[config.mk]
export PLATFORM = sky130hd
export DESIGN_NAME = uart_rx
export DESIGN_NICKNAME = d
export VERILOG_FILES = /design/src/rtl/uart_rx.sv
export SDC_FILE = /design/constraint.sdc
export NUM_CORES = 1
export LEC_CHECK = 0
export CAP_MARGIN = 20
export CORE_MARGIN = 10
export CORE_UTILIZATION = 55
export CTS_CLUSTER_SIZE = 24
export DETAILED_ROUTE_END_ITERATION = 16
export PLACE_DENSITY = 0.84
export SLEW_MARGIN = 25
export SYNTH_ARGS = -nofsm -noshare
export SYNTH_HDL_FRONTEND = slang
export SYNTH_SLANG_ARGS = --single-unit
[constraint.sdc]
create_clock -name clock -period 2.6 [get_ports clock]
set_input_delay 0.52 -clock clock [delete_from_list [all_inputs] [get_ports clock]]
set_output_delay 0.52 -clock clock [all_outputs]
set_load 0.02 [all_outputs]
[src/rtl/uart_rx.sv]
// uart_rx: 8N1 asynchronous serial receiver with mid-bit sampling.
// Presents a held parallel character with a one-cycle valid strobe and flags
// frames whose stop bit samples low.
module uart_rx #(
   parameter int unsigned CLKS_PER_BIT = 104
) (
   input  logic       clock,
   input  logic       reset,
   input  logic       rx,
   output logic [7:0] out_char,
   output logic       out_valid,
   output logic       frame_err,
   output logic       busy
);

   localparam int unsigned CntW = $clog2(CLKS_PER_BIT);
   localparam logic [CntW-1:0] HalfLast = CntW'(CLKS_PER_BIT / 2 - 1);
   localparam logic [CntW-1:0] BitLast  = CntW'(CLKS_PER_BIT - 1);

   typedef enum logic [2:0] {
      StIdle,
      StStart,
      StData,
      StStop,
      StWaitHigh
   } state_e;

   state_e          state_q, state_d;
   logic [CntW-1:0] cnt_q, cnt_d;
   logic [2:0]      bit_idx_q, bit_idx_d;
   logic [7:0]      shreg_q, shreg_d;
   logic [7:0]      out_char_q, out_char_d;
   logic            out_valid_q, out_valid_d;
   logic            frame_err_q, frame_err_d;
   logic            rx_meta_q, rx_s_q;

   // Two-flop synchronizer; resets to idle-high so reset release never looks like a start bit.
   always_ff @(posedge clock or negedge reset) begin
      if (!reset) begin
         rx_meta_q <= 1'b1;
         rx_s_q    <= 1'b1;
      end else begin
         rx_meta_q <= rx;
         rx_s_q    <= rx_meta_q;
      end
   end

   // Receiver state and datapath registers.
   always_ff @(posedge clock or negedge reset) begin
      if (!reset) begin
         state_q     <= StIdle;
         cnt_q       <= '0;
         bit_idx_q   <= '0;
         shreg_q     <= '0;
         out_char_q  <= '0;
         out_valid_q <= 1'b0;
         frame_err_q <= 1'b0;
      end else begin
         state_q     <= state_d;
         cnt_q       <= cnt_d;
         bit_idx_q   <= bit_idx_d;
         shreg_q     <= shreg_d;
         out_char_q  <= out_char_d;
         out_valid_q <= out_valid_d;
         frame_err_q <= frame_err_d;
      end
   end

   // Next-state logic: start bit checked at its middle, every later bit one bit time on.
   always_comb begin
      state_d     = state_q;
      cnt_d       = cnt_q;
      bit_idx_d   = bit_idx_q;
      shreg_d     = shreg_q;
      out_char_d  = out_char_q;
      out_valid_d = 1'b0;
      frame_err_d = 1'b0;

      unique case (state_q)
         StIdle: begin
            if (!rx_s_q) begin
               cnt_d   = '0;
               state_d = StStart;
            end
         end

         StStart: begin
            if (cnt_q == HalfLast) begin
               if (!rx_s_q) begin
                  cnt_d     = '0;
                  bit_idx_d = '0;
                  state_d   = StData;
               end else begin
                  // Line went back high before mid start bit: a glitch, not a frame.
                  state_d = StIdle;
               end
            end else begin
               cnt_d = cnt_q + CntW'(1);
            end
         end

         StData: begin
            if (cnt_q == BitLast) begin
               cnt_d   = '0;
               shreg_d = {rx_s_q, shreg_q[7:1]};
               if (bit_idx_q == 3'd7) begin
                  state_d = StStop;
               end else begin
                  bit_idx_d = bit_idx_q + 3'd1;
               end
            end else begin
               cnt_d = cnt_q + CntW'(1);
            end
         end

         StStop: begin
            if (cnt_q == BitLast) begin
               cnt_d = '0;
               if (rx_s_q) begin
                  // Leaving at mid stop bit leaves room to catch a back-to-back start bit.
                  out_char_d  = shreg_q;
                  out_valid_d = 1'b1;
                  state_d     = StIdle;
               end else begin
                  frame_err_d = 1'b1;
                  state_d     = StWaitHigh;
               end
            end else begin
               cnt_d = cnt_q + CntW'(1);
            end
         end

         StWaitHigh: begin
            // A break or stuck-low line must not be mistaken for a stream of start bits.
            if (rx_s_q) begin
               state_d = StIdle;
            end
         end

         default: begin
            state_d = StIdle;
         end
      endcase
   end

   assign out_char  = out_char_q;
   assign out_valid = out_valid_q;
   assign frame_err = frame_err_q;
   assign busy      = (state_q != StIdle);

endmodule
==> flow_metrics.tcl <==
set metrics [dict create \
    result_of_the_run "complete, no violations" \
    slowest_delay_ns 0.55 \
    grt.overflow.total 0 \
    syn_area_per_cell_um2 12.0 \
    synth_nets 132 \
    syn-instance-count 126 \
    cp_max_fo 10 \
    worstPathCellList "or3_1, clkdlybuf4s50_1" \
    ys_seq_elements 33 \
    post-dp-hpwl_um 2150 \
    worst_setup_path_start_kind "register" \
    regToRegSetupSlack_ns 0.32 \
    final_period_minus_worst_setup_slack_ns 2.30 \
    skew_ns 0.0136 \
    post_synth_fa_ha_maj_area_fraction 0.0247 \
    synth.top_cells.by_area "sky130_fd_sc_hd__dfrtp_1 (51%), sky130_fd_sc_hd__mux2_4 (7.9%), sky130_fd_sc_hd__mux2_1 (5.9%)" \
    die-height_um 72.5 \
    pin_count_of_the_biggest_net_entering_global_routing 34 \
    synth-edff-count 0 \
    gpl.final_weighted_congestion 0.930 \
    synth_area_leader_cell "sky130_fd_sc_hd__dfrtp_1" \
    crit_family "buffers and inverters" \
    setup_total_negative_slack_ns 0 \
    grt_antenna_before_repair 0 \
    clk_transition_reported_paths_ns 0.11 \
    post_synth_num_cell_types 38 \
    std_cell_rows 18 \
    setup_repair_after_global_routing_missed_its_margin "no" \
    endpoint_kind "output port" \
    power-per-cell-area_mw_per_mm2 523 \
    cp-endpoint "busy" \
    global_route_wire_length_before_repair_um 5060 \
    worst-setup-path-type "register to output port" \
    flow.area_growth_from_synthesis_pct 16.4 \
    cts_buffers 5 \
    ctsHoldBuffers 0 \
    worst-slew-pin-transition_ns 0.581 \
    ff2ff_path_depth 4 \
    worstReg2RegStart "cnt_q[3]" \
    mappedNetlistArea_mm2 0.00152 \
    util_after_layout 0.694 \
    drive_gt1_frac 0.159 \
    design.die.area_mm2 0.00526 \
    r2r_end "out_char[6]" \
    synth_top_family_by_area "multiplexers" \
    cp.depth 2 \
    num-nets-final 150 \
    power.ir.vdd_worst_mv 0.599 \
    yosysSeqAreaShare 0.546 \
    root_driver "sky130_fd_sc_hd__clkbuf_4" \
    post_synth_xor_area_fraction 0 \
    cp_data_required_time_ns 2.08 \
    floorplan.core_area_mm2 0.00254 \
    route.detailed.drc 0 \
    yosys.area_share.simple 0.121 \
    critical-path-slowest-cell "sky130_fd_sc_hd__clkdlybuf4s50_1" \
    setup_viol 0 \
    drt.antenna.violating_nets 0 \
    fmax_ghz 0.435 \
    initial_core_util 0.596 \
    synthArstFlopShare 1.00 \
    report.power.total_uw 925 \
    timing.critical_path.arrival_ns 1.78 \
    min_path_type "register to register" \
    timing.final.hold_violations 0 \
    antenna-diode-count 0 \
    first_global_vias 1025 \
    tritoncts_num_sinks 33 \
    final_min_period_over_clock_period 0.885 \
    io-pin-count 14 \
    clock_latency_ns 0.35 \
    cts_resized 0 \
    drt_first_iter_violations 50 \
    synthDominantCellAreaShare 0.511 \
    ctsHtreeMaxLevel 2 \
    cts.repair_timing.setup_buffer_count 0 \
    die_w_um 72.5 \
    slew_viol_final 0 \
    clock_tree_from_tritoncts "yes" \
    synth_compound_area_frac 0.120 \
    count_of_buffering_cells_on_the_critical_path_with_inverters_included 1 \
    maxCapViolations 0 \
    io_buffer_count 13 \
    cts_buffer_depth 2 \
    synth-warning-count 0 \
    cp-startpoint "state_q[1]" \
    globalRouteTotalUtil 0.123 \
    wl_um 3000 \
    yosys-mux-area-fraction 0.153 \
    fillers 179 \
    num_vias 1042 \
    drt-wirelength-per-cell_um 17.1 \
    firstDrtPassIters 4 \
    viasPerCell 5.95 \
    flip_flop_cell_with_the_highest_count_after_synthesis "sky130_fd_sc_hd__dfrtp_1" \
    slew_headroom 0.611 \
    cellLeakagePower_nw 0.864 \
]
[flip-flops by register name (all words and copies together), names as in the netlist]
name       flops
frame_err      1
bit_idx_q      3
shreg_q        8
cnt_q          7
state_q        3
out_valid      1
out_char       8
rx_meta_q      1
rx_s_q         1
[through the flow]
| step | area, um^2 | hold WS, ns | setup WS, ns | std cells |
|---|---|---|---|---|
| global route | 1770 | 0.398 | 0.225 | 175 |
| finish | 1770 | 0.381 | 0.299 | 175 |
| CTS | 1770 | 0.375 | 0.290 | 175 |
| detailed placement | 1680 | 0.356 | 0.338 | 167 |
| global placement | 1680 | 0.346 | 0.423 | 167 |
| floorplan | 1520 | 0.224 | 0.659 | 126 |
[cell usage after synthesis (all sizes together), types with 3 or more instances]
cell    count
o211ai      3
inv         8
o221ai      3
nand2b      3
or3         4
mux2       17
nor2        5
o21ai       5
ha          3
a21oi       6
nor2b       3
buf         3
nand2       7
dfrtp      31
[worst min path at each step]
stage,from,end,slack (ns),cells after the start
6_report,rx_meta_q,rx_s_q,0.38,0
3_3_place_gp,rx_meta_q,rx_s_q,0.35,0
3_5_place_dp,rx_meta_q,rx_s_q,0.36,0
4_1_cts,rx_meta_q,rx_s_q,0.38,0
5_1_grt,rx_meta_q,rx_s_q,0.40,0
2_1_floorplan,reset,bit_idx_q[0],0.22,0
[where the power goes]
group	switching, mW	leakage [nW]	internal, mW
Clock	0.189	0.0414	0.203
Sequential	0.00176	0.439	0.516
Combinational	0.0102	0.384	0.00409
Total	0.201	0.864	0.723
[layer usage]
layer,track usage,vias up,routed length [um]
met4,0.0464,0,53
met1,0.141,516,1360
li1,-,491,-
met3,0.0490,8,164
met2,0.200,27,1420
met5,0,-,0
[cells in the final DEF, fill, tap and decap left out, drive strengths merged, types with 4 or more instances in the layout]
| cell type | instances |
|---|---|
| o21ai | 5 |
| mux2 | 17 |
| nand2 | 7 |
| clkdlybuf4s50 | 13 |
| or3 | 4 |
| clkbuf | 5 |
| dfrtp | 31 |
| a21oi | 6 |
| nor2 | 5 |
| inv | 8 |
[worst reg2reg max path: stages (launching register included)]
cell                       delay (ns)
sky130_fd_sc_hd__dfrtp_1         0.47
sky130_fd_sc_hd__and4bb_1        0.34
sky130_fd_sc_hd__nand3_1         0.14
sky130_fd_sc_hd__or4b_1          0.82
sky130_fd_sc_hd__mux2_4          0.40
[kinds of logic after synthesis]
family,count (synthesis)
adders and majority gates,3
and+or+nand+nor,32
AOI/OAI and AO/OA,27
DFF,33
muxes,18
buffers and inverters,13
[area by class of cell]
class                           instances  area (um^2)  share of cell area
Clock inverter                          3         46.3              0.0262
Sequential cell                        33          828               0.469
Multi-Input combinational cell         80          634               0.359
Inverter                                8         30.0              0.0170
Tap cell                               30         37.5              0.0212
Clock buffer                            5         37.5              0.0212
Timing Repair Buffer                   16          153              0.0864
Note: power is estimated with default switching activity, not from simulation.
